### src/rtl/i2c_lcd_target.sv
// i2c_lcd_target: I2C target that emulates a PCF8574-style 8-bit port expander.
// Answers one 7-bit address. Written bytes are latched onto port_out.
// Reads return a coherent snapshot of port_in. SCL is never driven or stretched.
// SDA is driven only through sda_oe (1 = pull low at the open-drain pad).
module i2c_lcd_target #(
  parameter logic [6:0] ADDR       = 7'h27,
  parameter logic [7:0] PORT_RESET = 8'hFF
) (
  input  logic       clk,
  input  logic       rst,
  input  logic       scl_i,
  input  logic       sda_i,
  output logic       sda_oe,
  input  logic [7:0] port_in,
  output logic [7:0] port_out,
  output logic       wr_strobe,
  output logic       busy
);

  typedef enum logic [2:0] {
    S_IDLE,
    S_ADDR,
    S_ADDR_ACK,
    S_WR_DATA,
    S_WR_ACK,
    S_RD_DATA,
    S_RD_ACK,
    S_IGNORE
  } state_t;

  // Synchronizer and history flops. They carry no control state, so they are not reset.
  logic scl_s1_q, scl_s2_q, scl_h_q;
  logic sda_s1_q, sda_s2_q, sda_h_q;

  // Registered bus events, one cycle wide, seen by the FSM.
  logic rise_q, fall_q, start_q, stop_q;
  logic sda_bit_q;

  // Combinational event detection on the synchronized signals.
  logic rise_d, fall_d, start_d, stop_d;

  // FSM and output registers.
  state_t     state_q;
  logic [3:0] bit_cnt_q;
  logic [7:0] shift_q;
  logic       rw_q;
  logic       sda_oe_q;
  logic [7:0] port_out_q;
  logic       wr_strobe_q;
  logic       busy_q;

  // Two-flop synchronizers plus one history flop per line, for edge detection.
  always_ff @(posedge clk) begin
    scl_s1_q <= scl_i;
    scl_s2_q <= scl_s1_q;
    scl_h_q  <= scl_s2_q;
    sda_s1_q <= sda_i;
    sda_s2_q <= sda_s1_q;
    sda_h_q  <= sda_s2_q;
  end

  // START/STOP need SCL high in both the current and the previous sample, so
  // that an SDA change right at an SCL edge is never taken as a condition.
  always_comb begin
    rise_d  = scl_s2_q & ~scl_h_q;
    fall_d  = ~scl_s2_q & scl_h_q;
    start_d = scl_s2_q & scl_h_q & sda_h_q & ~sda_s2_q;
    stop_d  = scl_s2_q & scl_h_q & ~sda_h_q & sda_s2_q;
  end

  // Register the detected events so that the FSM acts on a clean one-cycle pulse.
  // The data bit is captured alongside the rising edge it belongs to.
  always_ff @(posedge clk) begin
    if (rst) begin
      rise_q  <= 1'b0;
      fall_q  <= 1'b0;
      start_q <= 1'b0;
      stop_q  <= 1'b0;
    end else begin
      rise_q  <= rise_d;
      fall_q  <= fall_d;
      start_q <= start_d;
      stop_q  <= stop_d;
    end
    sda_bit_q <= sda_s2_q;
  end

  // Protocol FSM with registered outputs. STOP is checked before START, so STOP
  // wins when both appear in the same cycle. Either condition aborts a partial byte.
  always_ff @(posedge clk) begin
    if (rst) begin
      state_q     <= S_IDLE;
      bit_cnt_q   <= 4'd0;
      shift_q     <= 8'h00;
      rw_q        <= 1'b0;
      sda_oe_q    <= 1'b0;
      port_out_q  <= PORT_RESET;
      wr_strobe_q <= 1'b0;
      busy_q      <= 1'b0;
    end else begin
      wr_strobe_q <= 1'b0;
      if (stop_q) begin
        state_q   <= S_IDLE;
        bit_cnt_q <= 4'd0;
        sda_oe_q  <= 1'b0;
        busy_q    <= 1'b0;
      end else if (start_q) begin
        state_q   <= S_ADDR;
        bit_cnt_q <= 4'd0;
        shift_q   <= 8'h00;
        sda_oe_q  <= 1'b0;
        busy_q    <= 1'b0;
      end else begin
        case (state_q)
          S_IDLE: begin
            sda_oe_q <= 1'b0;
          end

          // Shift in address + R/W. The decision is made on the falling edge
          // after bit 8, which is also the moment the ACK must be driven.
          S_ADDR: begin
            if (rise_q && bit_cnt_q < 4'd8) begin
              shift_q   <= {shift_q[6:0], sda_bit_q};
              bit_cnt_q <= bit_cnt_q + 4'd1;
            end else if (fall_q && bit_cnt_q == 4'd8) begin
              bit_cnt_q <= 4'd0;
              if (shift_q[7:1] == ADDR) begin
                state_q  <= S_ADDR_ACK;
                sda_oe_q <= 1'b1;
                busy_q   <= 1'b1;
                rw_q     <= shift_q[0];
              end else begin
                state_q  <= S_IGNORE;
                sda_oe_q <= 1'b0;
              end
            end
          end

          // End of the address ACK clock. A read snapshots port_in here and
          // puts its MSB on the bus immediately.
          S_ADDR_ACK: begin
            if (fall_q) begin
              if (rw_q) begin
                shift_q   <= {port_in[6:0], 1'b0};
                sda_oe_q  <= ~port_in[7];
                bit_cnt_q <= 4'd1;
                state_q   <= S_RD_DATA;
              end else begin
                sda_oe_q  <= 1'b0;
                bit_cnt_q <= 4'd0;
                state_q   <= S_WR_DATA;
              end
            end
          end

          // Shift in a data byte; commit it and ACK on the falling edge after bit 8.
          S_WR_DATA: begin
            if (rise_q && bit_cnt_q < 4'd8) begin
              shift_q   <= {shift_q[6:0], sda_bit_q};
              bit_cnt_q <= bit_cnt_q + 4'd1;
            end else if (fall_q && bit_cnt_q == 4'd8) begin
              port_out_q  <= shift_q;
              wr_strobe_q <= 1'b1;
              sda_oe_q    <= 1'b1;
              bit_cnt_q   <= 4'd0;
              state_q     <= S_WR_ACK;
            end
          end

          S_WR_ACK: begin
            if (fall_q) begin
              sda_oe_q <= 1'b0;
              state_q  <= S_WR_DATA;
            end
          end

          // bit_cnt_q counts bits already placed on SDA. The MSB went out on entry.
          S_RD_DATA: begin
            if (fall_q) begin
              if (bit_cnt_q == 4'd8) begin
                sda_oe_q  <= 1'b0;
                bit_cnt_q <= 4'd0;
                state_q   <= S_RD_ACK;
              end else begin
                sda_oe_q  <= ~shift_q[7];
                shift_q   <= {shift_q[6:0], 1'b0};
                bit_cnt_q <= bit_cnt_q + 4'd1;
              end
            end
          end

          // A NACK on the 9th rising edge ends the read. Otherwise the next
          // falling edge starts another byte from a fresh port_in snapshot.
          S_RD_ACK: begin
            if (rise_q && sda_bit_q) begin
              state_q <= S_IGNORE;
              busy_q  <= 1'b0;
            end else if (fall_q) begin
              shift_q   <= {port_in[6:0], 1'b0};
              sda_oe_q  <= ~port_in[7];
              bit_cnt_q <= 4'd1;
              state_q   <= S_RD_DATA;
            end
          end

          S_IGNORE: begin
            sda_oe_q <= 1'b0;
          end

          default: begin
            state_q  <= S_IDLE;
            sda_oe_q <= 1'b0;
            busy_q   <= 1'b0;
          end
        endcase
      end
    end
  end

  assign sda_oe    = sda_oe_q;
  assign port_out  = port_out_q;
  assign wr_strobe = wr_strobe_q;
  assign busy      = busy_q;

endmodule

### config.mk
export PLATFORM = sky130hd
export DESIGN_NAME = i2c_lcd_target
export DESIGN_NICKNAME = d
export VERILOG_FILES = /design/src/rtl/i2c_lcd_target.sv
export SDC_FILE = /design/constraint.sdc
export NUM_CORES = 1
export LEC_CHECK = 0
export CORE_MARGIN = 2
export CORE_UTILIZATION = 49
export DETAILED_ROUTE_END_ITERATION = 10
export PLACE_DENSITY_LB_ADDON = 0.15
export SYNTH_ARGS = -nofsm -noshare
export SYNTH_HDL_FRONTEND = slang
export SYNTH_SLANG_ARGS = --single-unit
### constraint.sdc
create_clock -name clk -period 1.6 [get_ports clk]
set_input_delay 0.32 -clock clk [delete_from_list [all_inputs] [get_ports clk]]
set_output_delay 0.32 -clock clk [all_outputs]
set_load 0.01 [all_outputs]
Word level (Yosys, flattened, before mapping). Cells that the tools add are included.

$add $sub $neg: 1. Multiplexer cells: 51. Order comparisons: 1. Reductions and logical operators: 22. Bitwise operators: 17. Equality and inequality tests: 37.

Operators by type and width (count): 8-bit two-way mux (8); 3-bit inequality test, second input constant (13); 3-bit two-way mux (12); 8-bit one-hot mux with 4 select lines (1); 4-bit two-way mux (7); 2-bit inequality test, second input constant (12); 10-bit AND reduction (2); 1-bit two-way mux (19); 3-bit one-hot mux with 6 select lines (1); 9-bit AND reduction (2); 4-bit one-hot mux with 4 select lines (1); 3-bit == test, second input constant (4); 6-bit AND reduction (2); 1-bit NOT (10); 5-bit AND reduction (2); 1-bit bitwise AND (7); 7-bit by 6-bit == test with 1-bit output, second input constant (1); 1-bit one-hot mux with 7 select lines (1); 7-bit nonzero test (1); 3-bit by 2-bit == test with 1-bit output, second input constant (2); 3-bit by 1-bit inequality test with 1-bit output, second input constant (2); 6-bit nonzero test (1); 2-bit OR reduction (3); 5-bit nonzero test (1); other kinds (12) (14).

Output and inout port bits: 11. Logic and storage cells: 148. Bits in registers: 37. Input bits: 12.

Depth between registers and ports, before layout. Gate-level depths: netlist of the first run.

Depth after elaboration: 6. Gate-level depth with buffers: 7. Depth with buffers taken out: 7.

Worst setup path after synthesis of the first run. No wires, ideal clock.

Path type: reg-to-reg. Start point: register bit_cnt_q[0]. End point: register bit_cnt_q[2]. Stages on the path, launching flop included: 7. Data required time: 1.485 ns. Slack: -0.025 ns. Period minus slack after synthesis: 1.625 ns. Data arrival time: 1.510 ns. Path buffers: 0. Setup time: 0.115 ns. Cells stage by stage: dfxtp_1 inv_1 ha_1 nand4b_4 a2111oi_4 o21ai_1 a31o_1.

Cells in the longest elaborated chain, start to end: 4.

RTL lines: start, declared (line 44) `logic [3:0] bit_cnt_q;`; start signal, assigned (line 124) `bit_cnt_q <= bit_cnt_q + 4'd1;`; start signal, assigned (line 160) `bit_cnt_q <= bit_cnt_q + 4'd1;`; start signal, assigned (line 187) `bit_cnt_q <= bit_cnt_q + 4'd1;`; 4-bit by 1-bit adder with 4-bit output (tied with other cells) (line 124, 160, 187); 4-bit two-way mux (tied with other cells) (line 180) `if (bit_cnt_q == 4'd8) begin`; 4-bit two-way mux (tied with other cells) (line 179) `if (fall_q) begin`; 4-bit one-hot mux with 4 select lines / 6-bit AND reduction (equally long branches).

Parallel ways exist; a longest one is shown, timed or not. The select of a mux whose other input is x is not followed. A chain may end at the register's enable or synchronous reset.

Worst setup path in the final report of the first run. Same ends and word-level chain as after synthesis.

==> flow_summary.html, run 1 <==
<table>
<tr><th>Metric</th><th>Value</th></tr>
<tr><th colspan="2">Status</th></tr>
<tr><td>Status</td><td>complete, but fails checks</td></tr>
<tr><td>Violations in the final reports</td><td>negative setup slack</td></tr>
<tr><th colspan="2">Global route</th></tr>
<tr><td>Antenna violations before repair</td><td>0</td></tr>
<tr><td>Wire length of the first global-routing pass</td><td>8721 um</td></tr>
<tr><td>Pin count of the biggest net entering global routing</td><td>13</td></tr>
<tr><td>Residual overflow from global routing</td><td>0</td></tr>
<tr><td>All-Layer GR Usage</td><td>26.92%</td></tr>
<tr><td>Number of global-route vias before repair</td><td>1,776</td></tr>
<tr><th colspan="2">Floorplan</th></tr>
<tr><td>Row count</td><td>22</td></tr>
<tr><td>Area enclosed by the die boundary</td><td>4297 um^2</td></tr>
<tr><td>Core area</td><td>3661 um^2</td></tr>
<tr><td>DIE WIDTH</td><td>65.56 um</td></tr>
<tr><td>Vertical die dimension</td><td>65.56 um</td></tr>
<tr><td>Top-level port count</td><td>23</td></tr>
<tr><td>Starting utilization of the core area</td><td>50.72%</td></tr>
<tr><th colspan="2">Timing</th></tr>
<tr><td>Worst-case setup margin in the final layout</td><td>-0.07467 ns</td></tr>
<tr><td>Relative slew slack</td><td>71.26%</td></tr>
<tr><td>Transition time at the pin with the least slew margin</td><td>0.4278 ns</td></tr>
<tr><td>Number of pins exceeding their max-slew limit in the final report</td><td>0</td></tr>
<tr><td>Setup skew after layout</td><td>0.004480 ns</td></tr>
<tr><td>Final Critical Period</td><td>1.675 ns</td></tr>
<tr><td>Final-report setup violation count</td><td>20</td></tr>
<tr><td>Highest attainable clock frequency</td><td>597.1 MHz</td></tr>
<tr><td>Final cycle utilization of the critical path</td><td>104.7%</td></tr>
<tr><td>RSZ-0062 raised after global routing</td><td>true</td></tr>
<tr><td>Total count of hold-check failures in the final report</td><td>0</td></tr>
<tr><th colspan="2">Worst setup path</th></tr>
<tr><td>Crit path DAT</td><td>1.91 ns</td></tr>
<tr><td>Largest driver fanout on the critical path</td><td>5</td></tr>
<tr><td>Type of the worst setup path</td><td>reg -&gt; reg</td></tr>
<tr><td>Critical path startpoint category</td><td>flip-flop</td></tr>
<tr><td>RR Startpoint</td><td>bit_cnt_q[0]</td></tr>
<tr><td>Capture point of the worst path</td><td>bit_cnt_q[2]</td></tr>
<tr><td>Family with the most delay on the worst path</td><td>compound AO/OA/AOI/OAI gates</td></tr>
<tr><td>Worst reg2reg path endpoint</td><td>bit_cnt_q[2]</td></tr>
<tr><td>Worst reg2reg path depth</td><td>8</td></tr>
<tr><td>Largest stage delay on the critical path</td><td>0.33 ns</td></tr>
<tr><td>Worst-path cell chain</td><td>inv_2 &gt; ha_4 &gt; nand4b_4 &gt; a2111oi_4 &gt; buf_4 &gt; buf_6 &gt; and3_1 &gt; a31o_1</td></tr>
<tr><td>Worst-case register-to-register setup slack</td><td>-0.07 ns</td></tr>
<tr><td>Startpoint of the most critical setup path</td><td>bit_cnt_q[0]</td></tr>
<tr><td>Slowest CP cell</td><td>dfxtp_2</td></tr>
<tr><td>Element type at the critical path end</td><td>flip-flop</td></tr>
<tr><td>Critical path data required time</td><td>1.83 ns</td></tr>
<tr><td>Critical path buffer and inverter count</td><td>3</td></tr>
<tr><td>Critical path depth</td><td>8</td></tr>
<tr><th colspan="2">Clocking</th></tr>
<tr><td>Level count of the clock H-tree</td><td>2</td></tr>
<tr><td>Number of clock buffers inserted by TritonCTS</td><td>5</td></tr>
<tr><td>CTS clk-pin slew, worst paths</td><td>0.08 ns</td></tr>
<tr><td>Library cell used as clock root buffer</td><td>clkbuf_8</td></tr>
<tr><td>TritonCTS clock tree</td><td>done</td></tr>
<tr><td>Skew-Pair Late Insertion Delay</td><td>0.29 ns</td></tr>
<tr><td>Buffer levels on the longest clock path</td><td>2</td></tr>
<tr><td>Clock net sink count</td><td>37</td></tr>
<tr><td>Hold-fix buffers at CTS</td><td>0</td></tr>
<tr><th colspan="2">Place</th></tr>
<tr><td>Pre-CTS setup slack</td><td>-0.1203 ns</td></tr>
<tr><td>Number of I/O port buffers</td><td>22</td></tr>
<tr><td>RePlAce Congestion</td><td>0.9552</td></tr>
<tr><td>HPWL Detailed</td><td>3890 um</td></tr>
<tr><th colspan="2">Synthesis</th></tr>
<tr><td>Share of the yosys chip area belonging to registers</td><td>39.89%</td></tr>
<tr><td>Number of synthesis warnings</td><td>0</td></tr>
<tr><td>Count of cell types in the netlist</td><td>60</td></tr>
<tr><td>Cell area after synthesis</td><td>1857 um^2</td></tr>
<tr><td>Register bit count reported by yosys</td><td>37</td></tr>
<tr><td>Mean post-synth cell area</td><td>10.04 um^2</td></tr>
<tr><td>Yosys top cell area share</td><td>39.89%</td></tr>
<tr><td>Post-synth ARST share</td><td>0%</td></tr>
<tr><td>Synthesized netlist cell count</td><td>185</td></tr>
<tr><td>Number of enable-type register cells in the synthesized netlist</td><td>0</td></tr>
<tr><td>Most used flip-flop cell after synthesis</td><td>dfxtp_1</td></tr>
<tr><td>Number of nets produced by synthesis</td><td>199</td></tr>
<tr><td>Cell types with the largest area share after synthesis</td><td>dfxtp_1 (40%), a211o_1 (4.7%), mux2i_1 (4.3%)</td></tr>
<tr><td>Largest area contributor in the netlist</td><td>dfxtp_1</td></tr>
<tr><th colspan="2">Min path</th></tr>
<tr><td>Path class of the lowest-slack min-delay path</td><td>reg -&gt; reg</td></tr>
<tr><th colspan="2">Detailed routing</th></tr>
<tr><td>DRC marker count from the first detailed-route iteration</td><td>129</td></tr>
<tr><td>Post-route DRC</td><td>0</td></tr>
<tr><td>Vias per inst</td><td>5.815</td></tr>
<tr><td>Final antenna-violating net count</td><td>0</td></tr>
<tr><td>Routed length per instance</td><td>18.18 um</td></tr>
<tr><td>Final wirelength</td><td>5600 um</td></tr>
<tr><td>Number of vias after detailed routing</td><td>1,791</td></tr>
<tr><td>TritonRoute pass-1 iters</td><td>4</td></tr>
<tr><th colspan="2">Final layout</th></tr>
<tr><td>Synthesis-to-finish area growth</td><td>50.27%</td></tr>
<tr><td>Final cell utilization of the core</td><td>76.21%</td></tr>
<tr><td>Share of layout cells above drive strength 1</td><td>41.92%</td></tr>
<tr><td>Number of inserted diodes</td><td>0</td></tr>
<tr><td>Final Net Count</td><td>273</td></tr>
<tr><td>Most common cell after layout, fill and taps aside</td><td>buf_4</td></tr>
<tr><td>Number of filler instances in the final layout</td><td>247</td></tr>
<tr><td>Most frequent cells in the layout</td><td>buf_4 (50), dfxtp_1 (30), clkdlybuf4s50_1 (22), and3_1 (11)</td></tr>
<tr><th colspan="2">Flow run</th></tr>
<tr><td>Max-cap viol count</td><td>0</td></tr>
<tr><th colspan="2">Power and ir drop</th></tr>
<tr><td>Peak supply drop</td><td>0.6671 mV</td></tr>
<tr><td>Leakage dissipation</td><td>0.001134 uW</td></tr>
<tr><td>Power per cell area</td><td>682.8 nW/um^2</td></tr>
</table>
[registers in the layout, indices dropped and copies added (netlist names), 3 cells and up]
signal	cells
port_out	8
shift_q	8
bit_cnt_q	4
state_q	3
[final cells by class]
cell class | count | area [um^2] | area share, %
Timing Repair Buffer | 78 | 663.1 | 23.77
Inverter | 6 | 22.52 | 0.8072
Tap cell | 48 | 60.06 | 2.152
Sequential cell | 37 | 757.0 | 27.13
Multi-Input combinational cell | 131 | 1176 | 42.15
Clock inverter | 2 | 38.79 | 1.390
Clock buffer | 6 | 72.57 | 2.601
[what timing repair did]
item / CTS / global route
endpoints found under the setup margin: 25 / 26
setup buffers: 3 / 5
pin swaps: 19 / 15
resized for setup: 17 / 28
[power by group]
part           switching [uW]  internal, uW
logic                    70.7          79.3
registers                18.9           933
clock network             336           468
[layer usage]
layer	share of wire, %	up-vias	GRT usage [%]
met4	3.2	0	10.16
met5	0	-	0
li1	-	855	-
met2	52	57	48.34
met3	4.3	16	5.308
met1	40	863	31.43
[kinds of logic (layout without fill, tap and decap cells)]
family          Yosys count  count (layout)  synth area share [%]
mux                       8               8                 4.313
buf+inv                  17              92                 4.784
compound gates           57              57                 26.75
flops                    37              37                 39.89
fa+ha+maj                 2               2                 1.347
simple gates             64              64                 22.91
[stage by stage]
step                      hold WS (ns)  instances  instance area (um^2)  total power (uW)  setup TNS, ns
after global placement          0.3162        293                  2451              1103         -1.644
final                           0.3370        308                  2790              1905        -0.3966
after floorplan                 0.3096        185                  1869              1036              0
after detailed placement        0.3276        293                  2451              1108         -2.178
after CTS                       0.3451        304                  2640              1913        -0.3282
after global routing            0.3506        308                  2790              1964         -1.543
[synthesized netlist by cell type, types with 3 or more instances]
library cell  number
nand2b_1           5
nand3_1            4
nor3b_1            4
a21oi_1            9
and3_1            12
nand2_1            3
inv_1              5
mux2i_1            8
o2bb2ai_1          8
nor2_1            10
o21ai_0            7
buf_4              4
dfxtp_1           37
clkbuf_1           4
a211o_1           10
nor3_1             6
[worst min path at each step]
stage	start	cells after the start	slack (ns)	end
finish	sda_s1_q	0	0.34	sda_s2_q
floorplan	scl_s1_q	0	0.31	scl_s2_q
global route	scl_s1_q	0	0.35	scl_s2_q
CTS	sda_s1_q	0	0.35	sda_s2_q
detailed placement	sda_s1_q	0	0.33	sda_s2_q
global placement	scl_s1_q	0	0.32	scl_s2_q
(Power assumes the default switching activity.)
==> run 2, diff against run 1 <==
CORE_UTILIZATION = 51   (was 49)
CTS_BUF_LIST = sky130_fd_sc_hd__clkbuf_4 sky130_fd_sc_hd__clkbuf_8   (was unset)
PLACE_DENSITY_LB_ADDON = 0.08   (was 0.15)
==> run 2 against run 1 <==
  * The flow still finishes with violations (negative setup slack)
  * Non-clock buffer count down 1
  * Sequential cell count unchanged
  * Maximum frequency down 0.93%
  * Via count rose by 1.5%
  * Power rose by 0.53%
  * Core utilization increased by 4.8 points
  * Worst setup slack worse by 0.016 ns
==> flow_summary.html, run 2 (synthesis results as in run 1) <==
<table>
<tr><th>Metric</th><th>Value</th></tr>
<tr><th colspan="2">Floorplan</th></tr>
<tr><td>DIE WIDTH</td><td>64.34 um</td></tr>
<tr><td>Core area</td><td>3416 um^2</td></tr>
<tr><td>Starting utilization of the core area</td><td>54.36%</td></tr>
<tr><td>Area enclosed by the die boundary</td><td>4140 um^2</td></tr>
<tr><td>Row count</td><td>21</td></tr>
<tr><td>Vertical die dimension</td><td>64.34 um</td></tr>
<tr><td>Top-level port count</td><td>23</td></tr>
<tr><th colspan="2">Detailed routing</th></tr>
<tr><td>Vias per inst</td><td>5.957</td></tr>
<tr><td>TritonRoute pass-1 iters</td><td>4</td></tr>
<tr><td>Number of vias after detailed routing</td><td>1,817</td></tr>
<tr><td>Final wirelength</td><td>5630 um</td></tr>
<tr><td>DRC marker count from the first detailed-route iteration</td><td>194</td></tr>
<tr><td>Routed length per instance</td><td>18.46 um</td></tr>
<tr><td>Post-route DRC</td><td>0</td></tr>
<tr><td>Final antenna-violating net count</td><td>0</td></tr>
<tr><th colspan="2">Final layout</th></tr>
<tr><td>Non-filler cells in the finished layout</td><td>305</td></tr>
<tr><td>Most common cell after layout, fill and taps aside</td><td>buf_4</td></tr>
<tr><td>Most frequent cells in the layout</td><td>buf_4 (47), dfxtp_1 (29), clkdlybuf4s50_1 (19), and3_1 (11)</td></tr>
<tr><td>Synthesis-to-finish area growth</td><td>49.12%</td></tr>
<tr><td>Final Net Count</td><td>272</td></tr>
<tr><td>Non-Filler Cell Area, Final</td><td>2769 um^2</td></tr>
<tr><td>Number of inserted diodes</td><td>0</td></tr>
<tr><td>Number of filler instances in the final layout</td><td>207</td></tr>
<tr><td>Share of layout cells above drive strength 1</td><td>42.47%</td></tr>
<tr><td>Final cell utilization of the core</td><td>81.06%</td></tr>
<tr><th colspan="2">Global route</th></tr>
<tr><td>Wire length of the first global-routing pass</td><td>8542 um</td></tr>
<tr><td>Number of global-route vias before repair</td><td>1,770</td></tr>
<tr><td>All-Layer GR Usage</td><td>27.21%</td></tr>
<tr><td>Antenna violations before repair</td><td>0</td></tr>
<tr><td>Pin count of the biggest net entering global routing</td><td>13</td></tr>
<tr><td>Residual overflow from global routing</td><td>0</td></tr>
<tr><th colspan="2">Worst setup path</th></tr>
<tr><td>Largest stage delay on the critical path</td><td>0.36 ns</td></tr>
<tr><td>Critical path startpoint category</td><td>flip-flop</td></tr>
<tr><td>Worst reg2reg path endpoint</td><td>bit_cnt_q[1]</td></tr>
<tr><td>Type of the worst setup path</td><td>reg -&gt; reg</td></tr>
<tr><td>Critical path data required time</td><td>1.89 ns</td></tr>
<tr><td>RR Startpoint</td><td>bit_cnt_q[1]</td></tr>
<tr><td>Worst-case register-to-register setup slack</td><td>-0.09 ns</td></tr>
<tr><td>Worst-path cell chain</td><td>inv_2 &gt; ha_4 &gt; nand4b_4 &gt; a2111oi_4 &gt; buf_4 &gt; buf_6 &gt; nand3_1 &gt; a21oi_2</td></tr>
<tr><td>Largest driver fanout on the critical path</td><td>6</td></tr>
<tr><td>Crit path DAT</td><td>1.98 ns</td></tr>
<tr><td>Element type at the critical path end</td><td>flip-flop</td></tr>
<tr><td>Slowest CP cell</td><td>a2111oi_4</td></tr>
<tr><td>Worst reg2reg path depth</td><td>8</td></tr>
<tr><th colspan="2">Timing</th></tr>
<tr><td>Setup skew after layout</td><td>0.01355 ns</td></tr>
<tr><td>Highest attainable clock frequency</td><td>591.6 MHz</td></tr>
<tr><td>Final Critical Period</td><td>1.690 ns</td></tr>
<tr><td>Worst-case setup margin in the final layout</td><td>-0.09040 ns</td></tr>
<tr><td>Total count of hold-check failures in the final report</td><td>0</td></tr>
<tr><td>RSZ-0062 raised after global routing</td><td>true</td></tr>
<tr><td>Final Hold Slack</td><td>0.3415 ns</td></tr>
<tr><td>Relative slew slack</td><td>75.49%</td></tr>
<tr><td>Final cycle utilization of the critical path</td><td>105.6%</td></tr>
<tr><td>Final-report setup violation count</td><td>19</td></tr>
<tr><td>Sum of negative setup slack</td><td>-0.6549 ns</td></tr>
<tr><td>Transition time at the pin with the least slew margin</td><td>0.3663 ns</td></tr>
<tr><td>Number of pins exceeding their max-slew limit in the final report</td><td>0</td></tr>
<tr><th colspan="2">Clocking</th></tr>
<tr><td>Skew-Pair Late Insertion Delay</td><td>0.36 ns</td></tr>
<tr><td>Library cell used as clock root buffer</td><td>clkbuf_4</td></tr>
<tr><td>Level count of the clock H-tree</td><td>2</td></tr>
<tr><td>Clock net sink count</td><td>37</td></tr>
<tr><td>TritonCTS clock tree</td><td>done</td></tr>
<tr><td>Buffer levels on the longest clock path</td><td>2</td></tr>
<tr><td>Hold-fix buffers at CTS</td><td>0</td></tr>
<tr><td>CTS clk-pin slew, worst paths</td><td>0.12 ns</td></tr>
<tr><td>Number of clock buffers inserted by TritonCTS</td><td>5</td></tr>
<tr><th colspan="2">Place</th></tr>
<tr><td>Cell count after placement</td><td>289</td></tr>
<tr><td>RePlAce Congestion</td><td>0.8847</td></tr>
<tr><td>Number of I/O port buffers</td><td>22</td></tr>
<tr><td>Instance area at placement</td><td>2434 um^2</td></tr>
<tr><td>HPWL Detailed</td><td>3629 um</td></tr>
<tr><th colspan="2">Status</th></tr>
<tr><td>Violations in the final reports</td><td>negative setup slack</td></tr>
<tr><td>Status</td><td>complete, but fails checks</td></tr>
<tr><th colspan="2">Flow run</th></tr>
<tr><td>Max-cap viol count</td><td>0</td></tr>
<tr><th colspan="2">Min path</th></tr>
<tr><td>Hold path cells</td><td>0</td></tr>
<tr><td>Worst min-delay path startpoint</td><td>sda_s1_q</td></tr>
<tr><td>Path class of the lowest-slack min-delay path</td><td>reg -&gt; reg</td></tr>
<tr><td>Worst Hold Path EP</td><td>sda_s2_q</td></tr>
<tr><th colspan="2">Power and ir drop</th></tr>
<tr><td>Peak supply drop</td><td>0.7320 mV</td></tr>
<tr><td>Power per cell area</td><td>691.7 nW/um^2</td></tr>
<tr><td>Leakage dissipation</td><td>0.001173 uW</td></tr>
</table>
run 2: power breakdown:
group | total, uW | switching, uW | internal [uW]
sequential | 952 | 16.9 | 935
clock | 803 | 320 | 483
combinational | 161 | 74.7 | 85.8
run 2: per-layer routing:
layer	GRT usage [%]	vias up	wire length [um]
met5	0	-	0
met4	8.245	0	151
met3	4.754	18	435
met2	48.83	91	2749
met1	32.93	862	2294
li1	-	846	-
run 2: final cells by class:
| cell class | instances | area (um^2) | area share, % |
|---|---|---|---|
| Clock buffer | 5 | 37.54 | 1.356 |
| Timing Repair Buffer | 77 | 670.6 | 24.22 |
| Tap cell | 46 | 57.56 | 2.079 |
| Inverter | 6 | 22.52 | 0.8134 |
| Multi-Input combinational cell | 131 | 1160 | 41.89 |
| Clock inverter | 3 | 65.06 | 2.350 |
| Sequential cell | 37 | 755.7 | 27.29 |
run 2: timing repair:
item | 4_1_cts | 5_1_grt
setup buffers | 7 | 1
gates resized for setup | 20 | 28
endpoints found under the hold margin | 0 | 0
endpoints found under the setup margin | 25 | 28
pin swaps | 8 | 17
run 2: worst max-delay path by stage:
stage                      start           end  slack [ns]  cells past startpoint
floorplan           bit_cnt_q[1]  bit_cnt_q[2]      0.0005                      6
global placement      state_q[0]    state_q[1]       -0.24                      5
detailed placement    state_q[0]    shift_q[5]       -0.27                      6
CTS                 bit_cnt_q[0]    shift_q[5]       -0.03                      8
global route        bit_cnt_q[1]    shift_q[0]       -0.19                      8
finish              bit_cnt_q[1]  bit_cnt_q[1]       -0.09                      8
run 2: worst max-delay path: cells and delay by family, from the launching register on:
kind / cells / cell delay, ns
compound gates: 2 / 0.50
fa+ha+maj: 1 / 0.15
flops: 1 / 0.35
buf+inv: 3 / 0.37
simple gates: 2 / 0.24
run 2: stage by stage:
| stage | total power [uW] | worst slack [ns] |
|---|---|---|
| 4_1_cts | 1912 | -0.02752 |
| 3_5_place_dp | 1112 | -0.2735 |
| 2_1_floorplan | 1036 | 0.0004957 |
| 6_report | 1915 | -0.09040 |
| 5_1_grt | 1966 | -0.1924 |
| 3_3_place_gp | 1109 | -0.2413 |
==> run 3, diff against run 2 <==
ABC_AREA = 0   (was unset)
CELL_PAD_IN_SITES_DETAIL_PLACEMENT = 0   (was unset)
CELL_PAD_IN_SITES_GLOBAL_PLACEMENT = 1   (was unset)
CORE_UTILIZATION = 40   (was 51)
==> run 3 against run 2 <==
  * The flow still finishes with violations (negative setup slack)
  * Sequential share of layout area decreased by 0.066 points
  * Sequential power about the same
  * Via count decreased by 3.2%
  * Core utilization decreased by 19 points
  * Non-clock buffer count increased by 2
  * Power increased by 1.9%
==> flow_summary.html, run 3 (synthesis results as in run 1) <==
<table>
<tr><th>Metric</th><th>Value</th></tr>
<tr><th colspan="2">Status</th></tr>
<tr><td>Status</td><td>complete, but fails checks</td></tr>
<tr><td>Violations in the final reports</td><td>negative setup slack</td></tr>
<tr><th colspan="2">Detailed routing</th></tr>
<tr><td>Final antenna-violating net count</td><td>0</td></tr>
<tr><td>Vias per inst</td><td>5.617</td></tr>
<tr><td>Routed length per instance</td><td>16.42 um</td></tr>
<tr><td>Post-route DRC</td><td>0</td></tr>
<tr><td>Final wirelength</td><td>5138 um</td></tr>
<tr><td>DRC marker count from the first detailed-route iteration</td><td>90</td></tr>
<tr><td>TritonRoute pass-1 iters</td><td>4</td></tr>
<tr><td>Number of vias after detailed routing</td><td>1,758</td></tr>
<tr><th colspan="2">Timing</th></tr>
<tr><td>Total count of hold-check failures in the final report</td><td>0</td></tr>
<tr><td>Relative slew slack</td><td>72.66%</td></tr>
<tr><td>Final Critical Period</td><td>1.688 ns</td></tr>
<tr><td>RSZ-0062 raised after global routing</td><td>true</td></tr>
<tr><td>Transition time at the pin with the least slew margin</td><td>0.4100 ns</td></tr>
<tr><td>Highest attainable clock frequency</td><td>592.6 MHz</td></tr>
<tr><td>Final cycle utilization of the critical path</td><td>105.5%</td></tr>
<tr><td>Final-report setup violation count</td><td>19</td></tr>
<tr><td>Setup skew after layout</td><td>0.003127 ns</td></tr>
<tr><td>Number of pins exceeding their max-slew limit in the final report</td><td>0</td></tr>
<tr><td>Worst-case setup margin in the final layout</td><td>-0.08760 ns</td></tr>
<tr><th colspan="2">Final layout</th></tr>
<tr><td>Synthesis-to-finish area growth</td><td>48.25%</td></tr>
<tr><td>Non-Filler Cell Area, Final</td><td>2753 um^2</td></tr>
<tr><td>Share of layout cells above drive strength 1</td><td>41.76%</td></tr>
<tr><td>Most frequent cells in the layout</td><td>buf_4 (54), dfxtp_1 (30), clkdlybuf4s50_1 (22), and3_1 (12), nor2_1 (10)</td></tr>
<tr><td>Final Net Count</td><td>274</td></tr>
<tr><td>Number of inserted diodes</td><td>0</td></tr>
<tr><td>Most common cell after layout, fill and taps aside</td><td>buf_4</td></tr>
<tr><th colspan="2">Clocking</th></tr>
<tr><td>Hold-fix buffers at CTS</td><td>0</td></tr>
<tr><td>Number of clock buffers inserted by TritonCTS</td><td>5</td></tr>
<tr><td>Level count of the clock H-tree</td><td>2</td></tr>
<tr><td>Clock net sink count</td><td>37</td></tr>
<tr><td>Library cell used as clock root buffer</td><td>clkbuf_8</td></tr>
<tr><td>Buffer levels on the longest clock path</td><td>2</td></tr>
<tr><td>Skew-Pair Late Insertion Delay</td><td>0.29 ns</td></tr>
<tr><td>TritonCTS clock tree</td><td>done</td></tr>
<tr><td>CTS clk-pin slew, worst paths</td><td>0.07 ns</td></tr>
<tr><th colspan="2">Global route</th></tr>
<tr><td>Antenna violations before repair</td><td>0</td></tr>
<tr><td>GR peak layer</td><td>met2</td></tr>
<tr><td>Pin count of the biggest net entering global routing</td><td>13</td></tr>
<tr><td>Number of global-route vias before repair</td><td>1,735</td></tr>
<tr><td>Global-route track usage on met2</td><td>35.37%</td></tr>
<tr><td>Wire length of the first global-routing pass</td><td>8211 um</td></tr>
<tr><td>All-Layer GR Usage</td><td>20.14%</td></tr>
<tr><td>Met3 demand-to-capacity share in global routing</td><td>3.889%</td></tr>
<tr><td>Residual overflow from global routing</td><td>0</td></tr>
<tr><td>Global routing met1 resource utilization</td><td>25.22%</td></tr>
<tr><th colspan="2">Floorplan</th></tr>
<tr><td>DIE WIDTH</td><td>72.13 um</td></tr>
<tr><td>Top-level port count</td><td>23</td></tr>
<tr><td>Row count</td><td>24</td></tr>
<tr><td>Area enclosed by the die boundary</td><td>5203 um^2</td></tr>
<tr><td>Vertical die dimension</td><td>72.13 um</td></tr>
<tr><td>Core area</td><td>4414 um^2</td></tr>
<tr><td>Starting utilization of the core area</td><td>42.06%</td></tr>
<tr><th colspan="2">Worst setup path</th></tr>
<tr><td>Type of the worst setup path</td><td>reg -&gt; reg</td></tr>
<tr><td>Critical path data required time</td><td>1.78 ns</td></tr>
<tr><td>Largest driver fanout on the critical path</td><td>8</td></tr>
<tr><td>Crit path DAT</td><td>1.86 ns</td></tr>
<tr><td>Element type at the critical path end</td><td>flip-flop</td></tr>
<tr><td>Critical path startpoint category</td><td>flip-flop</td></tr>
<tr><th colspan="2">Power and ir drop</th></tr>
<tr><td>Power per cell area</td><td>709.0 nW/um^2</td></tr>
<tr><td>Peak supply drop</td><td>0.5323 mV</td></tr>
<tr><td>Total power</td><td>1952 uW</td></tr>
<tr><td>Leakage dissipation</td><td>0.001128 uW</td></tr>
<tr><th colspan="2">Min path</th></tr>
<tr><td>Path class of the lowest-slack min-delay path</td><td>reg -&gt; reg</td></tr>
<tr><th colspan="2">Place</th></tr>
<tr><td>RePlAce Congestion</td><td>0.9015</td></tr>
<tr><td>Number of I/O port buffers</td><td>22</td></tr>
<tr><td>HPWL Detailed</td><td>3773 um</td></tr>
<tr><td>Instance area at placement</td><td>2486 um^2</td></tr>
<tr><th colspan="2">Flow run</th></tr>
<tr><td>Max-cap viol count</td><td>0</td></tr>
</table>
[run 3: cell types whose count changed in the layout (fill, tap and decap cells not counted), moves of 2 or more]
cell	delta
buf_4	+7
buf_6	-5
clkbuf_4	-5
clkbuf_8	+6
clkdlybuf4s50_1	+3
dfxtp_4	-2
dlymetal6s2s_1	-3
[run 3: cell type report]
| class | instances | area (um^2) |
|---|---|---|
| clock buffer | 6 | 82.58 |
| clock inverter | 2 | 37.54 |
| fill | 373 | 1662 |
| inverter | 6 | 22.52 |
| multi-input combinational | 131 | 1136 |
| sequential | 37 | 749.5 |
| tap | 52 | 65.06 |
| timing repair buffer | 79 | 659.4 |
[run 3: worst paths after layout]
check,cells past startpoint,start,to,slack (ns)
worst min-delay path,0,scl_s1_q,scl_s2_q,0.33
worst max-delay path,8,bit_cnt_q[1],shift_q[7],-0.09
worst max register to register,8,bit_cnt_q[1],shift_q[7],-0.09
worst min register to register,0,scl_s1_q,scl_s2_q,0.33
[run 3: where the power goes]
part           internal (uW)  leakage, uW  switching [uW]  total (uW)
Sequential               937     0.000305            15.3         953
Clock                    507    0.0000574             339         846
Combinational           83.5     0.000766            69.8         153
[run 3: what timing repair did]
action / in CTS / in global routing
gates resized for setup: 16 / 15
setup buffers: 1 / 3
endpoints found under the setup margin: 24 / 25
pin swaps: 15 / 7
[run 3: through the flow]
| stage | setup slack (ns) | instances | hold WS (ns) | utilization [%] | TNS, ns |
|---|---|---|---|---|---|
| 2_1_floorplan | 0.0004957 | 185 | 0.3096 | - | 0 |
| 3_3_place_gp | -0.1193 | 301 | 0.3099 | 56.32 | -2.390 |
| 3_5_place_dp | -0.1558 | 301 | 0.3143 | 56.32 | -3.098 |
| 4_1_cts | -0.07203 | 310 | 0.3326 | 60.37 | -0.9633 |
| 5_1_grt | -0.1484 | 313 | 0.3352 | 62.36 | -2.838 |
| 6_report | -0.08760 | 313 | 0.3295 | 62.36 | -1.147 |
[run 3: per-layer routing]
metal  vias to the layer above  part of all wire, %
li1                        858                    -
met1                       853                   45
met2                        41                   50
met3                         6                  3.6
met4                         0                  1.3
met5                         -                    0
[run 3: worst max-delay path, cell delays in order, from the launching register on]
cell       delay, ns
dfxtp_2         0.34
inv_2           0.05
ha_4            0.17
nand3b_1        0.16
a211oi_2        0.12
a2111oi_4       0.33
o22ai_2         0.13
buf_6           0.16
o2bb2ai_1       0.12
